**src/rtl/game_sequencer_pkg.sv**
```systemverilog
// Shared definitions for the piano-tiles game sequencer: state encodings,
// lane geometry and small decode helpers used by the top and its timer.
package game_sequencer_pkg;

    localparam int unsigned NUM_LANES = 4;
    localparam int unsigned LANE_W    = 2;

    typedef enum logic [1:0] {
        ST_IDLE      = 2'd0,
        ST_COUNTDOWN = 2'd1,
        ST_PLAY      = 2'd2,
        ST_GAMEOVER  = 2'd3
    } game_state_e;

    // One-hot mask selecting a single lane.
    function automatic logic [NUM_LANES-1:0] lane_onehot(input logic [LANE_W-1:0] lane);
        logic [NUM_LANES-1:0] one_v;
        one_v = {{(NUM_LANES-1){1'b0}}, 1'b1};
        return one_v << lane;
    endfunction

    // States in which the beat clock runs.
    function automatic logic is_active(input game_state_e st);
        return (st == ST_COUNTDOWN) || (st == ST_PLAY);
    endfunction

endpackage

```
**src/rtl/game_sequencer_beat_timer.sv**
```systemverilog
// Beat prescaler: counts 0..BEAT_DIV-1 while enabled and emits registered
// pulses aligned with count==0 (beat start) and count==BEAT_DIV/2 (mid-beat).
// The enable describes the *next* cycle, so the pulses land in the same
// cycle as the count value they decode. The count restarts from 0 on the
// first enabled cycle after an idle period.
module beat_timer #(
    parameter  int unsigned BEAT_DIV = 25_000_000,
    localparam int unsigned CNT_W    = $clog2(BEAT_DIV)
) (
    input  logic             CLOCK_50,
    input  logic             reset,
    input  logic             en,
    input  logic             mid_en,
    output logic [CNT_W-1:0] count,
    output logic             beat_tick,
    output logic             mid_tick
);

    localparam logic [CNT_W-1:0] LAST_COUNT = CNT_W'(BEAT_DIV - 1);
    localparam logic [CNT_W-1:0] HALF_COUNT = CNT_W'(BEAT_DIV / 2);
    localparam logic [CNT_W-1:0] ZERO_COUNT = {CNT_W{1'b0}};

    logic [CNT_W-1:0] count_r;
    logic [CNT_W-1:0] count_s;
    logic             run_r;
    logic             tick_r;
    logic             mid_r;

    // Next count: advance and wrap only while running on consecutive cycles.
    always_comb begin
        count_s = ZERO_COUNT;
        if (en && run_r) begin
            if (count_r == LAST_COUNT) begin
                count_s = ZERO_COUNT;
            end else begin
                count_s = count_r + CNT_W'(1);
            end
        end else begin
            count_s = ZERO_COUNT;
        end
    end

    // Counter and pulse registers.
    always_ff @(posedge CLOCK_50) begin
        if (reset) begin
            count_r <= ZERO_COUNT;
            run_r   <= 1'b0;
            tick_r  <= 1'b0;
            mid_r   <= 1'b0;
        end else begin
            count_r <= count_s;
            run_r   <= en;
            tick_r  <= en && (count_s == ZERO_COUNT);
            mid_r   <= en && mid_en && (count_s == HALF_COUNT);
        end
    end

    assign count     = count_r;
    assign beat_tick = tick_r;
    assign mid_tick  = mid_r;

endmodule

```
**src/rtl/game_sequencer.sv**
```systemverilog
// Rhythm-game sequencer: IDLE -> COUNTDOWN -> PLAY -> GAMEOVER. Key presses
// are latched during the first half of each beat and judged at mid-beat;
// all pulse and status outputs come straight from flops.
module game_sequencer
    import game_sequencer_pkg::*;
#(
    parameter int unsigned BEAT_DIV        = 25_000_000,
    parameter int unsigned COUNTDOWN_BEATS = 3,
    parameter int unsigned MAX_MISSES      = 3
) (
    input  logic                 CLOCK_50,
    input  logic                 reset,
    input  logic                 start_pulse,
    input  logic [NUM_LANES-1:0] lane_keys,
    input  logic                 tile_valid,
    input  logic [LANE_W-1:0]    tile_lane,
    output logic                 beat_tick,
    output logic                 judge_strobe,
    output logic                 score_inc,
    output logic                 miss,
    output logic                 clear_score,
    output logic [1:0]           misses,
    output logic                 running,
    output logic                 game_over,
    output logic [1:0]           state
);

    localparam int unsigned      CNT_W          = $clog2(BEAT_DIV);
    localparam logic [CNT_W-1:0] LAST_COUNT     = CNT_W'(BEAT_DIV - 1);
    localparam logic [CNT_W-1:0] HALF_COUNT     = CNT_W'(BEAT_DIV / 2);
    localparam logic [CNT_W-1:0] PRE_JUDGE      = CNT_W'(BEAT_DIV / 2 - 1);
    localparam logic [CNT_W-1:0] ZERO_COUNT     = {CNT_W{1'b0}};
    localparam logic [3:0]       CD_LAST        = 4'(COUNTDOWN_BEATS - 1);
    localparam logic [1:0]       MISS_LIMIT     = 2'(MAX_MISSES);

    game_state_e          state_r;
    game_state_e          state_s;
    logic [CNT_W-1:0]     beat_count_s;
    logic                 beat_tick_s;
    logic                 judge_strobe_s;
    logic                 timer_en_s;
    logic                 judge_en_s;
    logic                 beat_end_s;
    logic                 entering_cd_s;

    logic [NUM_LANES-1:0] prev_keys_r;
    logic [NUM_LANES-1:0] key_rise_s;
    logic [NUM_LANES-1:0] target_mask_s;
    logic                 window_open_s;
    logic                 hit_r;
    logic                 wrong_r;
    logic                 hit_s;
    logic                 wrong_s;

    logic [3:0]           cd_beats_r;
    logic [3:0]           cd_beats_s;
    logic [1:0]           misses_r;
    logic [1:0]           misses_s;
    logic                 pre_judge_s;
    logic                 score_r;
    logic                 score_s;
    logic                 miss_r;
    logic                 miss_s;
    logic                 clear_r;
    logic                 clear_s;
    logic                 running_r;
    logic                 game_over_r;

    assign timer_en_s = is_active(state_s);
    assign judge_en_s = (state_s == ST_PLAY);
    assign beat_end_s = (beat_count_s == LAST_COUNT);

    beat_timer #(
        .BEAT_DIV (BEAT_DIV)
    ) u_beat_timer (
        .CLOCK_50  (CLOCK_50),
        .reset     (reset),
        .en        (timer_en_s),
        .mid_en    (judge_en_s),
        .count     (beat_count_s),
        .beat_tick (beat_tick_s),
        .mid_tick  (judge_strobe_s)
    );

    // FSM state register.
    always_ff @(posedge CLOCK_50) begin
        if (reset) begin
            state_r <= ST_IDLE;
        end else begin
            state_r <= state_s;
        end
    end

    // FSM next-state: countdown hands over to PLAY exactly at a beat boundary.
    always_comb begin
        state_s = state_r;
        case (state_r)
            ST_IDLE: begin
                if (start_pulse) state_s = ST_COUNTDOWN;
                else             state_s = ST_IDLE;
            end
            ST_COUNTDOWN: begin
                if (beat_end_s && (cd_beats_r == CD_LAST)) state_s = ST_PLAY;
                else                                       state_s = ST_COUNTDOWN;
            end
            ST_PLAY: begin
                if (misses_r >= MISS_LIMIT) state_s = ST_GAMEOVER;
                else                        state_s = ST_PLAY;
            end
            ST_GAMEOVER: begin
                if (start_pulse) state_s = ST_COUNTDOWN;
                else             state_s = ST_GAMEOVER;
            end
            default: begin
                state_s = ST_IDLE;
            end
        endcase
    end

    // Per-beat press latches: cleared at beat start, fed only before judgement.
    always_comb begin
        key_rise_s    = lane_keys & ~prev_keys_r;
        target_mask_s = lane_onehot(tile_lane);
        window_open_s = (state_r == ST_PLAY) && (beat_count_s < HALF_COUNT);
        if ((state_r != ST_PLAY) || (beat_count_s == ZERO_COUNT)) begin
            hit_s   = 1'b0;
            wrong_s = 1'b0;
        end else begin
            hit_s   = hit_r;
            wrong_s = wrong_r;
        end
        hit_s   = hit_s   | (window_open_s && |(key_rise_s & target_mask_s));
        wrong_s = wrong_s | (window_open_s && |(key_rise_s & ~target_mask_s));
    end

    // FSM outputs: next values of the registered pulses and counters. The
    // verdict is formed one cycle before mid-beat so it lands with the strobe.
    always_comb begin
        entering_cd_s = (state_s == ST_COUNTDOWN) && (state_r != ST_COUNTDOWN);
        pre_judge_s   = (state_r == ST_PLAY) && (state_s == ST_PLAY) &&
                        (beat_count_s == PRE_JUDGE);
        score_s       = 1'b0;
        miss_s        = 1'b0;
        if (pre_judge_s) begin
            if (tile_valid) begin
                if (hit_s && !wrong_s) score_s = 1'b1;
                else                   miss_s  = 1'b1;
            end else begin
                if (wrong_s) miss_s = 1'b1;
                else         miss_s = 1'b0;
            end
        end else begin
            score_s = 1'b0;
            miss_s  = 1'b0;
        end

        clear_s = entering_cd_s;

        if (entering_cd_s) begin
            misses_s = 2'd0;
        end else if (miss_s && (misses_r < MISS_LIMIT)) begin
            misses_s = misses_r + 2'd1;
        end else begin
            misses_s = misses_r;
        end

        if (entering_cd_s) begin
            cd_beats_s = 4'd0;
        end else if ((state_r == ST_COUNTDOWN) && beat_end_s) begin
            cd_beats_s = cd_beats_r + 4'd1;
        end else begin
            cd_beats_s = cd_beats_r;
        end
    end

    // Datapath and output registers.
    always_ff @(posedge CLOCK_50) begin
        if (reset) begin
            prev_keys_r <= {NUM_LANES{1'b0}};
            hit_r       <= 1'b0;
            wrong_r     <= 1'b0;
            cd_beats_r  <= 4'd0;
            misses_r    <= 2'd0;
            score_r     <= 1'b0;
            miss_r      <= 1'b0;
            clear_r     <= 1'b0;
            running_r   <= 1'b0;
            game_over_r <= 1'b0;
        end else begin
            prev_keys_r <= lane_keys;
            hit_r       <= hit_s;
            wrong_r     <= wrong_s;
            cd_beats_r  <= cd_beats_s;
            misses_r    <= misses_s;
            score_r     <= score_s;
            miss_r      <= miss_s;
            clear_r     <= clear_s;
            running_r   <= (state_s == ST_PLAY);
            game_over_r <= (state_s == ST_GAMEOVER);
        end
    end

    assign beat_tick    = beat_tick_s;
    assign judge_strobe = judge_strobe_s;
    assign score_inc    = score_r;
    assign miss         = miss_r;
    assign clear_score  = clear_r;
    assign misses       = misses_r;
    assign running      = running_r;
    assign game_over    = game_over_r;
    assign state        = state_r;

endmodule
```
**config.mk**
```make
export PLATFORM = sky130hd
export DESIGN_NAME = game_sequencer
export DESIGN_NICKNAME = d
export VERILOG_FILES = /design/src/rtl/game_sequencer_pkg.sv /design/src/rtl/game_sequencer_beat_timer.sv /design/src/rtl/game_sequencer.sv
export SDC_FILE = /design/constraint.sdc
export NUM_CORES = 1
export LEC_CHECK = 0
export BUFFER_PORTS_ARGS = -buffer_cell sky130_fd_sc_hd__buf_4
export CORE_ASPECT_RATIO = 0.5
export CORE_MARGIN = 1
export CORE_UTILIZATION = 54
export DETAILED_ROUTE_END_ITERATION = 12
export GPL_TIMING_DRIVEN = 1
export PLACE_DENSITY = 0.84
export SYNTH_ARGS = -nofsm -noshare
export SYNTH_HDL_FRONTEND = slang
export SYNTH_HIERARCHICAL = 1
export SYNTH_SLANG_ARGS = --single-unit
```
**constraint.sdc**
```tcl
create_clock -name CLOCK_50 -period 3.4 [get_ports CLOCK_50]
set_input_delay 0.34 -clock CLOCK_50 [delete_from_list [all_inputs] [get_ports CLOCK_50]]
set_output_delay 0.34 -clock CLOCK_50 [all_outputs]
set_load 0.01 [all_outputs]
```
Word-level counts from Yosys, hierarchy flattened
Cells that the tools add are included.

word-level totals
  register bits after elaboration = 47
  input bits = 10

cells by class
  $add $sub $neg = 3
  $lt $le $gt $ge = 3
  eq/ne operators = 12
  shift-type cells = 1
  muxes and demuxes = 14
  bitwise gates (word level) = 9
  reduce and logical (&&, ||, !) cells = 24

operators by type and width
  cell                     count
  $eq A25 B24 Y1 const B   2
  $logic_not A25 Y1        2
  $mux W25                 2
  $add A25 B1 Y25 const B  1
  $eq A25 B25 Y1 const B   1
  $lt A25 B24 Y1 const B   1
  $logic_and A1 B1 Y1      14
  $and A4 B4 Y4            3
  $mux W1                  9
  $eq A2 B2 Y1 const B     4
  $not A4 Y4               2
  $pmux W2 S4              1
  $reduce_or A4 Y1         2
  $add A4 B1 Y4 const B    1
  $eq A2 B1 Y1 const B     2
  $eq A4 B2 Y1 const B     1
  $mux W2                  2
  $shl A1 B2 Y4 const A    1
  $reduce_or A3 Y1         1
  $add A2 B1 Y2 const B    1
  $ge A2 B2 Y1 const B     1
  $logic_not A2 Y1         1
  $logic_or A1 B1 Y1       2
  $lt A2 B2 Y1 const B     1
  6 further kinds          8

Logic depth before layout (Yosys ltp)
Gate-level depths: netlist (run 1).

  word-level depth = 12
  gate-level depth with buffers = 14

Hierarchy
The synthesis (run 1) kept the hierarchy.

by module, submodules not included
  module          times used  cells an instance  area an instance (um2)  seq. area each (um2)
  beat_timer      1           177                1525.2                  560.5
  game_sequencer  1           127                1102.3                  380.4

Worst setup path after synthesis (run 1)
OpenSTA, ideal clock, no wires.

  path kind = flip-flop to flip-flop
  from = register u_beat_timer.count_r[7] (netlist: u_beat_timer/count[7])
  to = register u_beat_timer.tick_r (netlist: u_beat_timer/beat_tick)
  setup time = 0.101 ns
  data arrival time = 3.281 ns
  path slack = 0.018 ns
  stages on the path, launching flop included = 13
  path buffers = 0
  clock period less this slack = 3.382 ns
  cells stage by stage = dfxtp_1 -> or4_4 -> nor4_2 -> nand2_1 -> nor4b_1 -> o21bai_1 -> ha_1 -> inv_1 -> nor2b_1 -> and3b_1 -> nand4_1 -> or3_1 -> o41ai_1

between the ends
  word-level cells in the longest chain between the ends = 10
  elaborated cells between the ends (all ways) = 13
  those cells by class = 1 x add/sub; 3 x eq/ne; 4 x mux; 5 x reduce/logical

ends and longest elaborated chain
  element                                              line                             RTL
  start, declared                                      game_sequencer_beat_timer.sv:23  logic [CNT_W-1:0] count_r;
  start signal, assigned                               game_sequencer_beat_timer.sv:51  count_r <= count_s;
  $eq A25 B25 Y1 *                                     game_sequencer.sv:71             assign beat_end_s = (beat_count_s == LAST_COUNT);
  $logic_and A1 B1 Y1 *                                game_sequencer.sv:103            if (beat_end_s && (cd_beats_r == CD_LAST)) state_s = ST_PLAY;
  $mux W2 *                                            game_sequencer.sv:103
  $pmux W2 S4 *                                        game_sequencer.sv:97             case (state_r)
  $eq A2 B1 Y1 / $eq A2 B2 Y1 (equally long branches)  game_sequencer_pkg.sv:24         return (st == ST_COUNTDOWN) || (st == ST_PLAY);
  $logic_or A1 B1 Y1 *                                 game_sequencer_pkg.sv:24
  net timer_en_s                                       game_sequencer.sv:41             logic timer_en_s;
  $logic_and A1 B1 Y1                                  game_sequencer_beat_timer.sv:32  if (en && run_r) begin
  $mux W25                                             game_sequencer_beat_timer.sv:32
  $logic_not A25 Y1                                    game_sequencer_beat_timer.sv:53  tick_r <= en && (count_s == ZERO_COUNT);
  $logic_and A1 B1 Y1 *                                game_sequencer_beat_timer.sv:53
  end signal, assigned                                 game_sequencer_beat_timer.sv:53
  end, declared                                        game_sequencer_beat_timer.sv:26  logic tick_r;

The timed path passes the listed nets; every way through them passes the cells marked *.
A chain may end at the register's enable or synchronous reset.

Worst setup path in the final report (run 1)
  from = register u_beat_timer.count_r[10] (netlist: u_beat_timer/count[10])
  to = register u_beat_timer.tick_r (netlist: u_beat_timer/beat_tick)

between the ends
  word-level cells in the longest chain between the ends = 10
  elaborated cells between the ends (all ways) = 13
  those cells by class = 1 x add/sub; 3 x eq/ne; 4 x mux; 5 x reduce/logical

ends and longest elaborated chain
  element                                              line                             RTL
  $eq A25 B25 Y1 *                                     game_sequencer.sv:71
  $logic_and A1 B1 Y1 *                                game_sequencer.sv:103
  $mux W2 *                                            game_sequencer.sv:103
  $pmux W2 S4 *                                        game_sequencer.sv:97
  net state_s[1]                                       game_sequencer.sv:37             game_state_e state_s;
  $eq A2 B1 Y1 / $eq A2 B2 Y1 (equally long branches)  game_sequencer_pkg.sv:24
  $logic_or A1 B1 Y1 *                                 game_sequencer_pkg.sv:24
  net timer_en_s                                       game_sequencer.sv:41
  $logic_and A1 B1 Y1                                  game_sequencer_beat_timer.sv:32
  $mux W25                                             game_sequencer_beat_timer.sv:32
  $logic_not A25 Y1                                    game_sequencer_beat_timer.sv:53
  $logic_and A1 B1 Y1 *                                game_sequencer_beat_timer.sv:53

Marks and branches as above.

==> flow_summary.toml, run 1 <==
[run_status]
run_status = "finished clean"

[synth]
netlist.top_cell.by_area = "sky130_fd_sc_hd__dfxtp_1"
postSynthCellCount = 304
yosys_register_bits = 47
net_count_synth = 321
synth_top_cells_by_area = "sky130_fd_sc_hd__dfxtp_1, sky130_fd_sc_hd__nor2_1, sky130_fd_sc_hd__nand3_1"
synth_simple_gate_area_share_pct = 37.4
ys.warnings.count = 6
synth_compound_area_share_pct = 7.86
ys_types = 54
synth.top_cells.by_count = "sky130_fd_sc_hd__dfxtp_1, sky130_fd_sc_hd__nor2_1, sky130_fd_sc_hd__nand3_1"
main_combinational_cell_family_by_area_after_synthesis = "simple AND/OR/NAND/NOR gates"
post_synth_design_cell_area_um2 = 2630
adder_cell_share_of_the_synthesized_area_pct = 3.33
async_reset_ff_share_pct = 0
synth_seq_area_share_pct = 35.8
ys_dominant_reg_cell = "sky130_fd_sc_hd__dfxtp_1"
synthesis.area_per_instance_um2 = 8.64
synthMuxAreaShare_pct = 3.52
yosys.cell_count.top_type = "sky130_fd_sc_hd__dfxtp_1"
yosysTopAreaCellShare_pct = 35.8
synth-xor-area-share_pct = 9.00
synth_edf_count = 0

[route]
drt_pre_antenna_iters = 5
ratio_of_routed_vias_to_standard_cells = 6.13
drtIter0Drc = 191
wl_um = 7180
post_route_drc = 0
wl_per_cell_um = 17.1
count_of_antenna_violating_nets_left_after_detailed_routing = 0
detailroute.via_count = 2582

[global_route]
gr-usage-all-layers_pct = 30.5
globalRoute.totalOverflow = 0
grt_start_max_net_pins = 21
antenna_violations_before_repair = 0
global_route_wire_length_before_repair_um = 11700
first_global_vias = 2462

[final_layout]
fillers = 327
final_layout_size_suffix_gt1_share_pct = 23.1
area.growth.synth_to_final_pct = 22.7
fin_util_pct = 71.1
multi_input_area_um2 = 1660
final_cells = 421
antenna_cells_inserted = 0
fin_nets = 371
final-seq-area_um2 = 942

[hold_path]
hold_depth = 2
worstHoldStart = "lane_keys[2]"
worstHoldEndpoint = "prev_keys_r[2]$_SDFF_PP0_"
hp-class = "input port to flip-flop"

[place]
dpl.hpwl_um = 5180
placedCellCount = 413
buffer_ports.inserted = 20
gp_congestion = 0.969

[pwr]
power.leakage_nw = 1.23
ir_worst_vdd_mv = 0.191
finalPower_w = 0.00105
pwr_density_cell_nw_per_um2 = 326

[critical_path]
timing.critical_path.from_type = "flip-flop"
timing.rr.start = "u_beat_timer/count[10]$_SDFF_PP0_"
critPathMaxFanout = 4
worst-setup-path-type = "flip-flop to flip-flop"
cp_cell_sequence = "or4_4 > nor4_4 > nand2_1 > nor4b_2 > a21oi_1 > inv_1 > ha_1 > inv_2 > nor2b_1 > and3b_2 > nand4_1 > or3_1 > o41ai_2"
worst_ep_arrival_time_ps = 3570
cpMaxStageDelayCell = "sky130_fd_sc_hd__or4_4"
reg2reg_setup_slack_ps = 50
element_type_at_the_critical_path_end = "flip-flop"
critical_path_required_ps = 3610
reg2regPathDepth = 13
r2r_end = "u_beat_timer/beat_tick$_SDFF_PP0_"
critical_path.max_stage_delay_ps = 550

[clock_tree]
cts_buffers = 5
cts_setup_buffers = 0
worstSkewPairLatency_ps = 320
cts_sinks = 47
path_clk_slew_ps = 90
cts_tree = "done"
cts.root.buffer_cell = "sky130_fd_sc_hd__clkbuf_8"
ctsLongestPathBuffers = 2
cts-htree-levels = 2

[flow_run]
drv_cap = 0

[timing]
max_clock_freq_mhz = 298
min_period_over_period_pct = 98.6
skew_ps = 9.87
setup_viol_count_final = 0
final_number_of_max_transition_violations = 0
worst-slew-pin-transition_ps = 569
timing.max_slew.rel_slack_pct = 61.7
final.min_clock_period_ps = 3350
timing_hold_violations_final = 0

[floorplanning]
floorplan.initialDensity_pct = 58.0
ioPinCount = 21
core_region_area_um2 = 4530
core.rowCount = 17
fp.dieArea_um2 = 5170
die_w_um = 101
fp.dieH_um = 51.3
## per-layer routing
metal	vias up	GRT usage [%]	wire length, µm
met5	-	0	0
met4	0	15.0	229
met3	32	9.99	702
met2	157	50.9	3210
met1	1199	35.7	3040
li1	1194	-	-
## through the flow
stage	cell area, µm²	worst slack (ps)	hold WS [ps]	TNS (ps)
3_5_place_dp	3050	-142	488	-262
5_1_grt	3220	-18.7	243	-18.7
3_3_place_gp	3050	1.97	460	0
2_1_floorplan	2630	18.3	412	0
4_1_cts	3210	20.0	254	0
6_report	3220	47.9	249	0
## cell type report
cell class              instances  area share (%)
flip-flops and latches         47            29.2
clock inverters                 3            1.48
well taps                      66            2.56
inverters                      10            1.16
clock buffers                   5            2.14
repair buffers                 51            11.9
multi-input cells             239            51.6
## flip-flops by register name, summed over array words and instances, names as in the netlist, 2 cells and up
name / cells
u_beat_timer/count: 25
misses: 2
prev_keys_r: 4
state: 2
cd_beats_r: 4
## power by group
group          internal, W  switching, W   total, W
Sequential        0.000557    0.00000445   0.000561
Clock             0.000223      0.000203   0.000426
Combinational    0.0000277     0.0000372  0.0000649
Total             0.000807      0.000245    0.00105
## layout by cell type, fill, tap and decap left out, types with 8 or more instances in the layout
| master | n |
|---|---|
| sky130_fd_sc_hd__nor2b_1 | 13 |
| sky130_fd_sc_hd__xnor2_1 | 15 |
| sky130_fd_sc_hd__nand2_1 | 19 |
| sky130_fd_sc_hd__inv_1 | 9 |
| sky130_fd_sc_hd__nand2b_1 | 8 |
| sky130_fd_sc_hd__nand4_1 | 13 |
| sky130_fd_sc_hd__nor2_1 | 38 |
| sky130_fd_sc_hd__buf_4 | 51 |
| sky130_fd_sc_hd__xor2_1 | 12 |
| sky130_fd_sc_hd__nor4_1 | 9 |
| sky130_fd_sc_hd__nand3_1 | 27 |
| sky130_fd_sc_hd__dfxtp_1 | 46 |
## worst max-delay path: cells and delay by family, from the launching register on
kind / cells / cell delay (ps)
AND/OR/NAND/NOR: 8 / 2030
AO/OA/AOI/OAI: 2 / 430
flip-flops: 1 / 320
adder cells (fa/ha/maj): 1 / 250
buffers and inverters: 2 / 210
## how the worst max path moves through the flow
| stage | cells after the start | to | start | slack (ps) |
|---|---|---|---|---|
| 6_report | 13 | u_beat_timer/beat_tick$_SDFF_PP0_ | u_beat_timer/count[10]$_SDFF_PP0_ | 50 |
| 5_1_grt | 13 | u_beat_timer/beat_tick$_SDFF_PP0_ | u_beat_timer/count[10]$_SDFF_PP0_ | -20 |
| 4_1_cts | 13 | u_beat_timer/beat_tick$_SDFF_PP0_ | u_beat_timer/count[7]$_SDFF_PP0_ | 20 |
| 3_5_place_dp | 12 | u_beat_timer/beat_tick$_SDFF_PP0_ | u_beat_timer/count[10]$_SDFF_PP0_ | -140 |
| 3_3_place_gp | 12 | u_beat_timer/beat_tick$_SDFF_PP0_ | u_beat_timer/count[10]$_SDFF_PP0_ | 2 |
| 2_1_floorplan | 12 | u_beat_timer/beat_tick$_SDFF_PP0_ | u_beat_timer/count[7]$_SDFF_PP0_ | 20 |
## timing repair
action | 4_1_cts | 5_1_grt
endpoints found under the hold margin | 0 | 0
gates resized for setup | 8 | 2
gates cloned | 0 | 0
hold buffers | 0 | 0
pin swaps | 1 | 4
endpoints found under the setup margin | 2 | 2
## logic make-up after synthesis
group                    count (synthesis)
AND/OR/NAND/NOR                        169
AO/OA/AOI/OAI                           27
adder cells (fa/ha/maj)                  7
flip-flops                              47
XOR/XNOR                                27
buffers and inverters                   18
multiplexers                             9
Note: power is estimated with default switching activity, not from simulation.
==> run 2: changes to the inputs <==
Settings changed: ABC_AREA from default to 1, CORE_MARGIN 1 to default, CORE_UTILIZATION 54 to 55.
==> run 2 against run 1 <==
Worst hold slack improved by 1.2 ps. Clock skew decreased by 4.5 ps. Non-clock buffer count shrank 15. Global-route usage fell by 0.17 points. Sequential power hardly changed. Final cell count grew 53%. Die area increased by 18%. Wire length rose by 24%. Maximum frequency grew 16%. Largest cell class unchanged.
==> flow_summary.toml, run 2 <==
[pwr]
pwr_density_cell_nw_per_um2 = 319
power.leakage_nw = 1.67
finalPower_w = 0.00117
ir_worst_vdd_mv = 0.192

[clock_tree]
cts_tree = "done"
cts-htree-levels = 2
cts_sinks = 47
ctsLongestPathBuffers = 2
cts_buffers = 5
path_clk_slew_ps = 70
worstSkewPairLatency_ps = 290
cts.root.buffer_cell = "sky130_fd_sc_hd__clkbuf_16"

[final_layout]
antenna_cells_inserted = 0
final_layout_size_suffix_gt1_share_pct = 14.8
final-seq-area_um2 = 941
multi_input_area_um2 = 1910
layout.cells.most_common_list = "sky130_fd_sc_hd__nand2_1, sky130_fd_sc_hd__nor2_1, sky130_fd_sc_hd__inv_1, sky130_fd_sc_hd__dfxtp_1, sky130_fd_sc_hd__nand3_1"
fin_util_pct = 66.5
largest_register_ff_count = 25
mostFrequentLayoutCell = "sky130_fd_sc_hd__nand2_1"
fillers = 496
area.growth.synth_to_final_pct = 15.6
fin_nets = 589
final_area_um2 = 3680

[synth]
synthesis.area_per_instance_um2 = 5.95
yosys_register_bits = 47
synth_seq_area_share_pct = 29.5
ys_types = 34
synth_edf_count = 0
synth.top_cells.by_count = "sky130_fd_sc_hd__nand2_1, sky130_fd_sc_hd__nor2_1, sky130_fd_sc_hd__inv_1"
ys.warnings.count = 6
synth-xor-area-share_pct = 0.275
net_count_synth = 552
main_combinational_cell_family_by_area_after_synthesis = "simple AND/OR/NAND/NOR gates"
async_reset_ff_share_pct = 0
synth_top_cells_by_area = "sky130_fd_sc_hd__dfxtp_1, sky130_fd_sc_hd__nand2_1, sky130_fd_sc_hd__nor2_1"
post_synth_design_cell_area_um2 = 3190
yosysTopAreaCellShare_pct = 29.5
yosys.cell_count.top_type = "sky130_fd_sc_hd__nand2_1"
adder_cell_share_of_the_synthesized_area_pct = 2.75
synth_simple_gate_area_share_pct = 51.4
netlist.top_cell.by_area = "sky130_fd_sc_hd__dfxtp_1"
ys_dominant_reg_cell = "sky130_fd_sc_hd__dfxtp_1"
synth_compound_area_share_pct = 5.34
synthMuxAreaShare_pct = 0
postSynthCellCount = 535

[place]
buffer_ports.inserted = 20
gp_congestion = 1.00
dpl.hpwl_um = 6690
dpl_cell_area_um2 = 3500

[critical_path]
setup.worst_path.start = "u_beat_timer/count[16]$_SDFF_PP0_"
worst_ep_arrival_time_ps = 3130
reg2regPathDepth = 21
timing.critical_path.from_type = "flip-flop"
endpoint = "u_beat_timer/mid_tick$_SDFF_PP0_"
reg2reg_setup_slack_ps = 510
element_type_at_the_critical_path_end = "flip-flop"
timing.rr.start = "u_beat_timer/count[16]$_SDFF_PP0_"
critPathMaxFanout = 9
critical_path_required_ps = 3630
worst-setup-path-type = "flip-flop to flip-flop"
r2r_end = "u_beat_timer/mid_tick$_SDFF_PP0_"

[route]
post_route_drc = 0
met2_length_um = 3760
drtIter0Drc = 436
detailroute.via_count = 3543
ratio_of_routed_vias_to_standard_cells = 5.48
count_of_antenna_violating_nets_left_after_detailed_routing = 0
drt_pre_antenna_iters = 6
met3WireLength_um = 981
wl_um = 8930
detail_route.wirelength.met1_um = 4080
wl_per_cell_um = 13.8
dr.max_layer_used = "met4"

[floorplanning]
floorplan.initialDensity_pct = 57.5
fp.dieH_um = 55.8
fp.dieArea_um2 = 6120
core_region_area_um2 = 5540
ioPinCount = 21
core.rowCount = 19
die_w_um = 110

[timing]
rsz_0062_raised_after_global_routing = "false"
worst-slew-pin-transition_ps = 449
min_period_over_period_pct = 85.1
max_clock_freq_mhz = 346
skew_ps = 5.40
timing.max_slew.rel_slack_pct = 70.1
setup_total_negative_slack_ps = 0
timing_hold_violations_final = 0
final.min_clock_period_ps = 2890
fin_hold_ws_ps = 250
setup_viol_count_final = 0
final_number_of_max_transition_violations = 0

[global_route]
gr-usage-all-layers_pct = 30.3
globalRoute.totalOverflow = 0
global_route_wire_length_before_repair_um = 14300
grt_start_max_net_pins = 40
antenna_violations_before_repair = 0
first_global_vias = 3043

[hold_path]
hp-class = "input port to flip-flop"
hold_depth = 3

[flow_run]
drv_cap = 0

[run_status]
run_status = "finished clean"
==> run 2: cell types whose count changed after synthesis, sizes merged, moves of 7 or more <==
| cell | change |
|---|---|
| xnor2 | -14 |
| nand2 | +129 |
| nand3 | +22 |
| o21ai | +10 |
| nor4 | -13 |
| nor2b | -13 |
| mux2i | -7 |
| xor2 | -12 |
| nor2 | +92 |
| nand2b | -8 |
| inv | +73 |
==> run 2: through the flow <==
stage               instances  worst slack (ps)
finish                    646               506
floorplan                 535               796
detailed placement        636               377
global route              646               159
CTS                       644               345
global placement          636               484
==> run 2: worst max-delay path, cell delays in order (launching register included) <==
cell	delay, ps
sky130_fd_sc_hd__dfxtp_1	490
sky130_fd_sc_hd__inv_1	100
sky130_fd_sc_hd__nor2_1	100
sky130_fd_sc_hd__nand4_1	110
sky130_fd_sc_hd__nor3b_2	240
sky130_fd_sc_hd__nand3_2	130
sky130_fd_sc_hd__inv_2	100
sky130_fd_sc_hd__nand2_1	50
sky130_fd_sc_hd__nand2_1	120
sky130_fd_sc_hd__ha_1	140
sky130_fd_sc_hd__inv_1	50
sky130_fd_sc_hd__nand2_2	210
sky130_fd_sc_hd__clkinvlp_4	200
sky130_fd_sc_hd__nand2_1	80
sky130_fd_sc_hd__o21ai_0	70
sky130_fd_sc_hd__o21ai_0	120
sky130_fd_sc_hd__nor2_1	60
sky130_fd_sc_hd__nor2_1	100
sky130_fd_sc_hd__nand2_1	60
sky130_fd_sc_hd__nor2_1	140
sky130_fd_sc_hd__nand2_1	70
sky130_fd_sc_hd__nor2_1	100
==> run 2: cell type report <==
cell class | instances | area share, %
clock buffers | 6 | 3.77
clock inverters | 2 | 0.442
inverters | 83 | 8.56
multi-input cells | 399 | 51.9
flip-flops and latches | 47 | 25.5
well taps | 73 | 2.48
repair buffers | 36 | 7.34
==> run 2: routing by layer <==
layer / vias to the layer above / GRT usage, %
met1: 1564 / 44.7
li1: 1743 / -
met4: 0 / 7.81
met2: 215 / 45.2
met3: 21 / 5.50
met5: - / 0
==> run 2: what timing repair did <==
action                                  CTS  global route
hold buffers                              0             0
resized for setup                         0             3
hold endpoints to repair                  0             0
buffers inserted                          0             2
endpoints found under the setup margin    0             1
==> run 2: worst min path at each step <==
stage                                     startpoint                         end  slack, ps
final                                   lane_keys[2]   prev_keys_r[2]$_SDFF_PP0_        250
after floorplan                                reset             miss$_SDFF_PP0_        410
after detailed placement  cd_beats_r[3]$_SDFFE_PP0P_  cd_beats_r[3]$_SDFFE_PP0P_        470
after global placement    cd_beats_r[3]$_SDFFE_PP0P_  cd_beats_r[3]$_SDFFE_PP0P_        450
after global routing                    lane_keys[2]   prev_keys_r[2]$_SDFF_PP0_        260
after CTS                               lane_keys[2]   prev_keys_r[2]$_SDFF_PP0_        260
==> run 2: where the power goes <==
part / leakage, nW / switching, W / internal (W)
combinational: 1.21 / 0.0000571 / 0.0000323
clock: 0.0731 / 0.000229 / 0.000294
sequential: 0.381 / 0.00000292 / 0.000558
total: 1.67 / 0.000289 / 0.000884
==> run 2: logic make-up (layout without fill, tap and decap cells) <==
group / Yosys count / count (layout)
AND/OR/NAND/NOR: 361 / 361
buffers and inverters: 89 / 127
flip-flops: 47 / 47
AO/OA/AOI/OAI: 30 / 30
adder cells (fa/ha/maj): 7 / 7
XOR/XNOR: 1 / 1
